File: config.mk
export PLATFORM = sky130hd
export DESIGN_NAME = csr_spmv_engine
export DESIGN_NICKNAME = d
export VERILOG_FILES = /design/src/rtl/csr_spmv_engine.sv
export SDC_FILE = /design/constraint.sdc
export NUM_CORES = 2
export LEC_CHECK = 0
export ABC_AREA = 1
export BUFFER_PORTS_ARGS = -buffer_cell sky130_fd_sc_hd__buf_4
export CORE_ASPECT_RATIO = 0.7
export CORE_MARGIN = 5
export CORE_UTILIZATION = 48
export CTS_BUF_LIST = sky130_fd_sc_hd__clkbuf_4 sky130_fd_sc_hd__clkbuf_8
export CTS_CLUSTER_SIZE = 25
export DETAILED_ROUTE_END_ITERATION = 6
export GPL_TIMING_DRIVEN = 0
export SLEW_MARGIN = 10
export SYNTH_ARGS = -nofsm -noshare
export SYNTH_HDL_FRONTEND = slang
export SYNTH_SLANG_ARGS = --single-unit
File: constraint.sdc
create_clock -name Clk -period 13.8 [get_ports Clk]
set_input_delay 1.38 -clock Clk [delete_from_list [all_inputs] [get_ports Clk]]
set_output_delay 1.38 -clock Clk [all_outputs]
set_load 0.02 [all_outputs]
File: src/rtl/csr_spmv_engine.sv
// CSR sparse-matrix x dense-vector engine: walks row pointers, column indices and values,
// multiply-accumulates each row and queues {row, sum} results. Optional macro: SPMV_ZERO_SKIP_EN.
module csr_spmv_engine #(
  parameter int DATA_W     = 32,
  parameter int ADDR_W     = 32,
  parameter int ACC_W      = 64,
  parameter int ROW_W      = 16,
  parameter int FIFO_DEPTH = 4
) (
  input  logic              Clk,
  input  logic              Rst,
  input  logic              start,
  input  logic [ROW_W-1:0]  num_rows,
  input  logic [ADDR_W-1:0] row_ptr_base,
  input  logic [ADDR_W-1:0] col_base,
  input  logic [ADDR_W-1:0] val_base,
  input  logic [ADDR_W-1:0] vec_base,
  output logic              busy,
  output logic              done,
  output logic              a_req,
  output logic [ADDR_W-1:0] a_addr,
  input  logic              a_rvalid,
  input  logic [DATA_W-1:0] a_rdata,
  output logic              b_req,
  output logic [ADDR_W-1:0] b_addr,
  input  logic              b_rvalid,
  input  logic [DATA_W-1:0] b_rdata,
  output logic              res_valid,
  input  logic              res_ready,
  output logic [ACC_W-1:0]  res_data,
  output logic [ROW_W-1:0]  res_row,
  output logic [2:0]        dbg_state_o
);

  // Read ports: req stays high with a stable addr until rvalid is seen high on a rising
  // edge (same-cycle rvalid allowed); rdata is captured on that edge and req may drop the
  // next cycle. One outstanding read per port; rvalid with req low is ignored.
  // Result stream: an entry transfers on any edge where res_valid & res_ready.

  typedef enum logic [2:0] {
    S_IDLE = 3'd0,
    S_PTR0 = 3'd1,
    S_PTRN = 3'd2,
    S_NZ   = 3'd3,
    S_VEC  = 3'd4,
    S_EMIT = 3'd5,
    S_FIN  = 3'd6
  } state_t;

  localparam int PTR_W = $clog2(FIFO_DEPTH);
  localparam logic [ADDR_W-1:0] ADDR_ONE  = 1;
  localparam logic [DATA_W-1:0] DATA_ONE  = 1;
  localparam logic [ROW_W-1:0]  ROW_ONE   = 1;
  localparam logic [PTR_W:0]    PTR_ONE   = 1;
  localparam logic [PTR_W:0]    DEPTH_CNT = (PTR_W+1)'(FIFO_DEPTH);

  state_t state_q, state_d;

  logic [ROW_W-1:0]  num_rows_q, row_q;
  logic [ADDR_W-1:0] row_ptr_base_q, col_base_q, val_base_q, vec_base_q;
  logic [DATA_W-1:0] k_q, k_end_q, col_q, mval_q;
  logic [ACC_W-1:0]  acc_q;
  logic              col_got_q, mval_got_q;

  logic              a_fire, b_fire, nz_done, push, pop, fifo_full, fifo_empty;
  logic [DATA_W-1:0] k_inc;
  logic [ROW_W-1:0]  row_inc;
  logic [ACC_W-1:0]  mac_prod;
`ifdef SPMV_ZERO_SKIP_EN
  logic [DATA_W-1:0] mval_cur;
`endif

  logic [PTR_W:0]    wr_ptr_q, rd_ptr_q;
  logic [ACC_W-1:0]  fifo_data_mem [FIFO_DEPTH];
  logic [ROW_W-1:0]  fifo_row_mem  [FIFO_DEPTH];

  assign a_fire   = a_req & a_rvalid;
  assign b_fire   = b_req & b_rvalid;
  assign nz_done  = (state_q == S_NZ) & (col_got_q | a_fire) & (mval_got_q | b_fire);
  assign k_inc    = k_q + DATA_ONE;
  assign row_inc  = row_q + ROW_ONE;
  assign mac_prod = ACC_W'(mval_q) * ACC_W'(b_rdata);
`ifdef SPMV_ZERO_SKIP_EN
  assign mval_cur = mval_got_q ? mval_q : b_rdata;
`endif

  assign fifo_empty = (wr_ptr_q == rd_ptr_q);
  assign fifo_full  = ((wr_ptr_q - rd_ptr_q) == DEPTH_CNT);
  assign push       = (state_q == S_EMIT) & ~fifo_full;
  assign pop        = res_valid & res_ready;

  always_ff @(posedge Clk or posedge Rst) begin
    if (Rst) state_q <= S_IDLE;
    else     state_q <= state_d;
  end

  always_comb begin
    state_d = state_q;
    case (state_q)
      S_IDLE: if (start) state_d = (num_rows == '0) ? S_FIN : S_PTR0;
      S_PTR0: if (a_fire) state_d = S_PTRN;
      S_PTRN: if (a_fire) state_d = (k_q == a_rdata) ? S_EMIT : S_NZ;
      S_NZ: begin
        if (nz_done) begin
`ifdef SPMV_ZERO_SKIP_EN
          if (mval_cur == '0) state_d = (k_inc == k_end_q) ? S_EMIT : S_NZ;
          else                state_d = S_VEC;
`else
          state_d = S_VEC;
`endif
        end
      end
      S_VEC:  if (b_fire) state_d = (k_inc == k_end_q) ? S_EMIT : S_NZ;
      S_EMIT: if (push) state_d = (row_inc == num_rows_q) ? S_FIN : S_PTRN;
      S_FIN:  state_d = S_IDLE;
      default: state_d = S_IDLE;
    endcase
  end

  always_comb begin
    busy   = 1'b0;
    done   = 1'b0;
    a_req  = 1'b0;
    a_addr = '0;
    b_req  = 1'b0;
    b_addr = '0;
    case (state_q)
      S_PTR0: begin
        busy   = 1'b1;
        a_req  = 1'b1;
        a_addr = row_ptr_base_q;
      end
      S_PTRN: begin
        busy   = 1'b1;
        a_req  = 1'b1;
        a_addr = row_ptr_base_q + ADDR_W'(row_q) + ADDR_ONE;
      end
      S_NZ: begin
        busy = 1'b1;
        if (!col_got_q) begin
          a_req  = 1'b1;
          a_addr = col_base_q + ADDR_W'(k_q);
        end
        if (!mval_got_q) begin
          b_req  = 1'b1;
          b_addr = val_base_q + ADDR_W'(k_q);
        end
      end
      S_VEC: begin
        busy   = 1'b1;
        b_req  = 1'b1;
        b_addr = vec_base_q + ADDR_W'(col_q);
      end
      S_EMIT: busy = 1'b1;
      S_FIN:  done = 1'b1;
      default: ;
    endcase
  end

  always_ff @(posedge Clk or posedge Rst) begin
    if (Rst) begin
      num_rows_q     <= '0;
      row_q          <= '0;
      row_ptr_base_q <= '0;
      col_base_q     <= '0;
      val_base_q     <= '0;
      vec_base_q     <= '0;
      k_q            <= '0;
      k_end_q        <= '0;
      col_q          <= '0;
      mval_q         <= '0;
      acc_q          <= '0;
      col_got_q      <= 1'b0;
      mval_got_q     <= 1'b0;
    end else begin
      case (state_q)
        S_IDLE: begin
          if (start) begin
            num_rows_q     <= num_rows;
            row_ptr_base_q <= row_ptr_base;
            col_base_q     <= col_base;
            val_base_q     <= val_base;
            vec_base_q     <= vec_base;
            row_q          <= '0;
          end
        end
        S_PTR0: if (a_fire) k_q <= a_rdata;
        S_PTRN: begin
          if (a_fire) begin
            k_end_q    <= a_rdata;
            acc_q      <= '0;
            col_got_q  <= 1'b0;
            mval_got_q <= 1'b0;
          end
        end
        S_NZ: begin
          if (a_fire) begin
            col_q     <= a_rdata;
            col_got_q <= 1'b1;
          end
          if (b_fire) begin
            mval_q     <= b_rdata;
            mval_got_q <= 1'b1;
          end
          // Flags re-arm on exit so the next nonzero issues both reads again.
          if (nz_done) begin
            col_got_q  <= 1'b0;
            mval_got_q <= 1'b0;
`ifdef SPMV_ZERO_SKIP_EN
            if (mval_cur == '0) k_q <= k_inc;
`endif
          end
        end
        S_VEC: begin
          if (b_fire) begin
            acc_q <= acc_q + mac_prod;
            k_q   <= k_inc;
          end
        end
        S_EMIT: begin
          if (push) begin
            k_q   <= k_end_q;
            row_q <= row_inc;
          end
        end
        default: ;
      endcase
    end
  end

  // Result FIFO: pointers carry one extra bit so full and empty are distinguishable.
  always_ff @(posedge Clk or posedge Rst) begin
    if (Rst) begin
      wr_ptr_q <= '0;
      rd_ptr_q <= '0;
    end else begin
      if (push) wr_ptr_q <= wr_ptr_q + PTR_ONE;
      if (pop)  rd_ptr_q <= rd_ptr_q + PTR_ONE;
    end
  end

  always_ff @(posedge Clk) begin
    if (push) begin
      fifo_data_mem[wr_ptr_q[PTR_W-1:0]] <= acc_q;
      fifo_row_mem[wr_ptr_q[PTR_W-1:0]]  <= row_q;
    end
  end

  assign res_valid   = ~fifo_empty;
  assign res_data    = fifo_empty ? '0 : fifo_data_mem[rd_ptr_q[PTR_W-1:0]];
  assign res_row     = fifo_empty ? '0 : fifo_row_mem[rd_ptr_q[PTR_W-1:0]];
  assign dbg_state_o = state_q;

endmodule

======== Yosys cells after proc, flatten, opt, wreduce, memory -nomap -nowiden ========
Memory sizes are Yosys's and may differ from the RTL's.
Index checks and enable logic that the tools add are counted.
Widths: inputs -> output; s select.
cells by class
  reduce and logical (&&, ||, !) cells .... 18
  mux-type cells .......................... 42
  add/sub/neg operators ................... 11
  bitwise gates (word level) .............. 10
  multipliers ............................. 1
  equal/unequal tests ..................... 19
operators by type and width
  operator               count
  $mux 64                3
  $pmux 32 s3            2
  $mux 32                5
  $pmux 64 s2            1
  $add 32x32->32         3
  $add 32x1->32 const B  2
  $add 64x64->64         1
  $eq 32x32->1           2
  $mul 32x32->64         1
  $pmux 32 s2            1
  $mux 16                3
  $add 32x16->32         1
  $pmux 16 s2            1
  $mux 3                 10
  $pmux 3 s6             1
  $add 16x1->16 const B  1
  $eq 16x16->1           1
  $logic_not 16->1       1
  $eq 3x3->1 const B     4
  $ne 2x2->1 const B     6
  $reduce_and 3->1       4
  $mux 1                 11
  $pmux 1 s2             4
  $reduce_and 2->1       4
  other kinds (16)       28
word-level totals
  word-level logic and storage cells ...... 119
  memory bits (writable) .................. 320
  input port bits ......................... 214
  output and inout port bits .............. 152
  memories ................................ 2
  register bits after elaboration ......... 363
memories
  memory         words  width  read ports  clocked after memory_dff  write ports  RTL line  RTL
  fifo_data_mem  4      64     1           0                         1            74        logic [ACC_W-1:0] fifo_data_mem [FIFO_DEPTH];
  fifo_row_mem   4      16     1           0                         1            75        logic [ROW_W-1:0] fifo_row_mem [FIFO_DEPTH];

======== Logic depth before layout (Yosys ltp) ========
  depth in word-level cells ............... 9
  mapped depth ............................ 34
  mapped depth without buffers ............ 32

======== Worst setup path after synthesis ========
Ideal clock, no wire load.
  path kind ............................... in2reg
  from .................................... input b_rdata[0]
  to ...................................... register acc_q[59]
  required time ........................... 13.668 ns
  path buffers ............................ 2
  setup slack ............................. 6.121 ns
  stages .................................. 29
  arrival ................................. 7.547 ns
  setup time .............................. 0.132 ns
  path through ............................ clkbuf_1 -> clkbuf_1 -> nand2_1 -> fa_1 -> fa_1 -> inv_1 -> fa_1 -> inv_1 -> fa_1 -> inv_1 -> fa_1 -> inv_1 -> fa_1 -> inv_1 -> fa_1 -> inv_1 -> fa_1 -> inv_1 -> ha_1 -> nand2_1 -> nor2_1 -> inv_1 -> o21ai_0 -> a21o_1 -> nand2_1 -> nand2_1 -> nand3_1 -> a21oi_1 -> o22ai_1
on the way
  longest elaborated chain between the ends .. 4
ends and longest elaborated chain
  element               RTL line  RTL
  from (decl)           27        input logic [DATA_W-1:0] b_rdata,
  $mul 32x32->64        82        assign mac_prod = ACC_W'(mval_q) * ACC_W'(b_rdata);
  $add 64x64->64        216       acc_q <= acc_q + mac_prod;
  $mux 64               215       if (b_fire) begin
  $pmux 64 s2           176       case (state_q)
  to (signal assigned)  216
  to (decl)             62        logic [ACC_W-1:0] acc_q;
Every way passes these cells. The select of a mux whose other input is x is not followed.
A chain may end at the register's enable or synchronous reset.

======== Worst setup path after layout ========
  from .................................... input b_rdata[18]
  to ...................................... register acc_q[42]
Same word-level chain as after synthesis.

==> metrics.md <==
| Metric | Value |
|---|---|
| Initial antenna violation count | 13 |
| Status | finished, final reports clean |
| Asr flop ratio synth | 53.1% |
| Routed vias/inst | 5.53 |
| Period minus WS final | 9.97 ns |
| Worst skew pair latency | 0.84 ns |
| Root buffer cell | clkbuf_8 |
| Core ar. | 0.151 mm2 |
| Post-synth top cells | nand2_1 (2,522), inv_1 (1,995), fa_1 (963) |
| Syn avg cell area | 7.85 um2 |
| CTS tree | done |
| Initial drt markers | 7,911 |
| Largest family of logic cells by synthesized area | adder cells |
| Post-synthesis mux area share | 0% |
| Setup Skew | 0.0687 ns |
| Final Hold Violating Endpoints | 0 |
| Ranking of synthesized cells by area | fa_1 (26%), edfxtp_1 (13%), nand2_1 (13%), dfrtp_1 (12%), inv_1 (10%) |
| Synth warn | 0 |
| Pre-CTS setup slack | 3.67 ns |
| RSZ-0062 raised after global routing | no |
| TritonCTS Sinks | 683 |
| Antenna Violating Nets Remaining | 0 |
| Pin count of the biggest net entering global routing | 107 |
| Layout area overhead | 10.8% |
| HPWL after detailed placement | 245,000 um |
| Initial Util | 48.4% |
| HP Class | reg -> reg |
| Critical path class | in -> reg |
| Compound-Gate Fraction of Synth Area | 8.66% |
| Clock Pin Slew Worst Setup and Hold Paths | 0.08 ns |
| Fin nets | 11,270 |
| Fmax | 100 MHz |
| # IOs | 366 |
| Max Slew Vio Count | 0 |
| Count of input and output buffers | 333 |
| Row cnt | 119 |
| Die ar. | 0.160 mm2 |
| Share of the synthesized area in the top cell type | 26.5% |
| Synth Area in Adders | 32.7% |
| Crit path required time | 14.45 ns |
| Crit start category | input pin |
| Setup violators final | 0 |
| CTS resizes | 0 |
| Post-synth EDFFs | 320 |
| Yosys reg bits | 683 |
| Post-CTS setup buffers | 0 |
| Cts hold-fix bufs | 0 |
| H-tree depth | 3 |
| Post-synthesis xor/xnor area fraction | 0.567% |
| Wire length per cell | 24.7 um |
| Max clock buf depth | 3 |
| Part of the Yosys area used for sequential elements | 25.7% |
| Die Height | 336 um |
| Max_cap viols | 0 |
| Fill cell count | 14,666 |
| Ratio of cells with drive above 1 in the final layout | 6.55% |
| Area after DPL | 0.0783 mm2 |
| CP arrival | 10.62 ns |
| Worst-Margin Slew | 1.47 ns |
| Fin crit share | 72.2% |
| Global-route wire length before repair | 424,000 um |
| CTS Buf Count | 109 |
| Syn_nets | 10,808 |
| Final Wtd Congestion | 1.02 |
| Final core utilization | 53.6% |
| Drt drc | 0 |
| Synth Area in Simple Gates | 19.9% |
| Worst-path fanout max | 10 |
| TritonRoute pass-1 iters | 6 |
| Worst Setup End Kind | flip-flop |
| Cell variety after synth | 49 |
| GRT overflow | 0 |
| Final Worst Setup Slack | 3.83 ns |
| Mapped Cells | 9,270 |
| Largest area contributor in the netlist | fa_1 |
| Number of global-route vias before repair | 62,648 |
| Slew HR | 2.23% |
| Post-synthesis cell area | 0.0728 mm2 |
| Gr usage total | 36.5% |
| Die width | 476 um |
| Synth Flop Type | dfrtp_1 |
| Count leader, synth | nand2_1 |
| Finished layout cell area | 0.0807 mm2 |
| Drt total wl | 292,000 um |
| Vias | 65,354 |
==> cell type report <==
| type | count | area, um2 | share of cell area [%] |
|---|---|---|---|
| Antenna cell | 3 | 7.51 | 0.00930 |
| Buffer | 411 | 1590 | 1.96 |
| Clock buffer | 172 | 2090 | 2.58 |
| Clock inverter | 36 | 352 | 0.436 |
| Inverter | 2012 | 7560 | 9.37 |
| Multi-Input combinational cell | 6164 | 45000 | 55.8 |
| Sequential cell | 683 | 18700 | 23.2 |
| Tap cell | 1996 | 2500 | 3.09 |
| Timing Repair Buffer | 351 | 2910 | 3.61 |
==> per-layer routing <==
| metal | vias to the layer above | part of all wire [%] | GRT usage [%] | routed length [um] |
|---|---|---|---|---|
| met5 | - | 0 | 0 | 0 |
| met4 | 0 | 2.7 | 8.38 | 7950 |
| met3 | 333 | 13 | 10.8 | 36900 |
| met2 | 3452 | 38 | 47.3 | 110000 |
| met1 | 32489 | 47 | 58.7 | 137000 |
| li1 | 29080 | - | - | - |
==> worst max-delay path, stage by stage <==
cell      delay [ns]
clkbuf_1        0.78
clkbuf_1        1.03
nand2_1         0.21
fa_1            0.44
inv_1           0.08
fa_1            0.41
inv_1           0.09
fa_1            0.43
fa_1            0.51
inv_1           0.05
fa_1            0.44
fa_1            0.43
fa_1            0.58
inv_1           0.07
fa_1            0.47
inv_1           0.04
ha_1            0.34
a21oi_1         0.25
o21ai_0         0.21
a21boi_0        0.55
o21ai_0         0.38
a21oi_1         0.32
o21ai_0         0.16
o21ai_0         0.67
o21ai_0         0.25
==> worst paths after layout <==
| kind | startpoint | to | slack [ns] | cells past startpoint |
|---|---|---|---|---|
| worst min-delay path | col_base_q[26] | col_base_q[26] | 0.49 | 2 |
| worst max register to register | mval_q[5] | acc_q[42] | 4.06 | 27 |
| max in group asynchronous | Rst | row_ptr_base_q[9] | 11.64 | 5 |
| worst min register to register | col_base_q[26] | col_base_q[26] | 0.49 | 2 |
| min in group asynchronous | Rst | acc_q[50] | 0.56 | 2 |
| worst max-delay path | b_rdata[18] | acc_q[42] | 3.83 | 25 |
==> metrics by stage <==
stage,setup TNS [ns],instances,hold WS [ns]
after floorplan,0,9270,0.455
after global placement,-1159.41,11599,0.476
after detailed placement,0,11617,0.474
after CTS,0,11825,0.492
after global routing,0,11825,0.513
final,0,11828,0.489
==> cell usage in the layout (no fill, tap or decap), types with 14 or more instances in the layout <==
cell      Yosys  layout
nand3_1     234     234
buf_4         5     338
o21ai_0     494     494
clkbuf_4      0      45
edfxtp_1    320     320
xnor2_1      18      18
inv_1      1995    1994
dfrtp_1     363     363
inv_2        15      15
a21boi_0     14      14
o22ai_1      57      57
clkbuf_8      0     127
o21bai_1     25      25
xor2_1       24      24
o21ai_1      14      14
buf_2        14      14
nor2_1      722     717
nor4_1       21      21
o221ai_1     17      17
ha_1        361     361
o21a_1       39      39
clkbuf_1    381     376
a21oi_1     377     377
nand4_1      63      63
or2_2        25      25
nand2_1    2522    2522
fa_1        963     963
a31oi_1      19      19
nor3_1       31      31
o211ai_1     24      24
a21o_1       24      24
==> cell families (layout without fill, tap and decap cells) <==
group / after synthesis / count (layout)
adder cells (fa/ha/maj): 1324 / 1324
AND/OR/NAND/NOR: 3655 / 3655
buffers and inverters: 2423 / 2982
other: 0 / 3
XOR/XNOR: 44 / 44
AO/OA/AOI/OAI: 1141 / 1141
flip-flops: 683 / 683
==> state kept, by name, indices dropped and copies added, names as in the netlist <==
register,count
wr_ptr_q,3
acc_q,64
val_base_q,32
mval_q,32
num_rows_q,16
k_end_q,32
col_base_q,32
mval_got_q,1
fifo_data_mem,256
col_q,32
dbg_state_o,3
row_ptr_base_q,32
vec_base_q,32
fifo_row_mem,64
rd_ptr_q,3
k_q,32
col_got_q,1
row_q,16
Power is not shown: default switching activity piles up to over one toggle a cycle in this logic, so the estimate is an artifact.
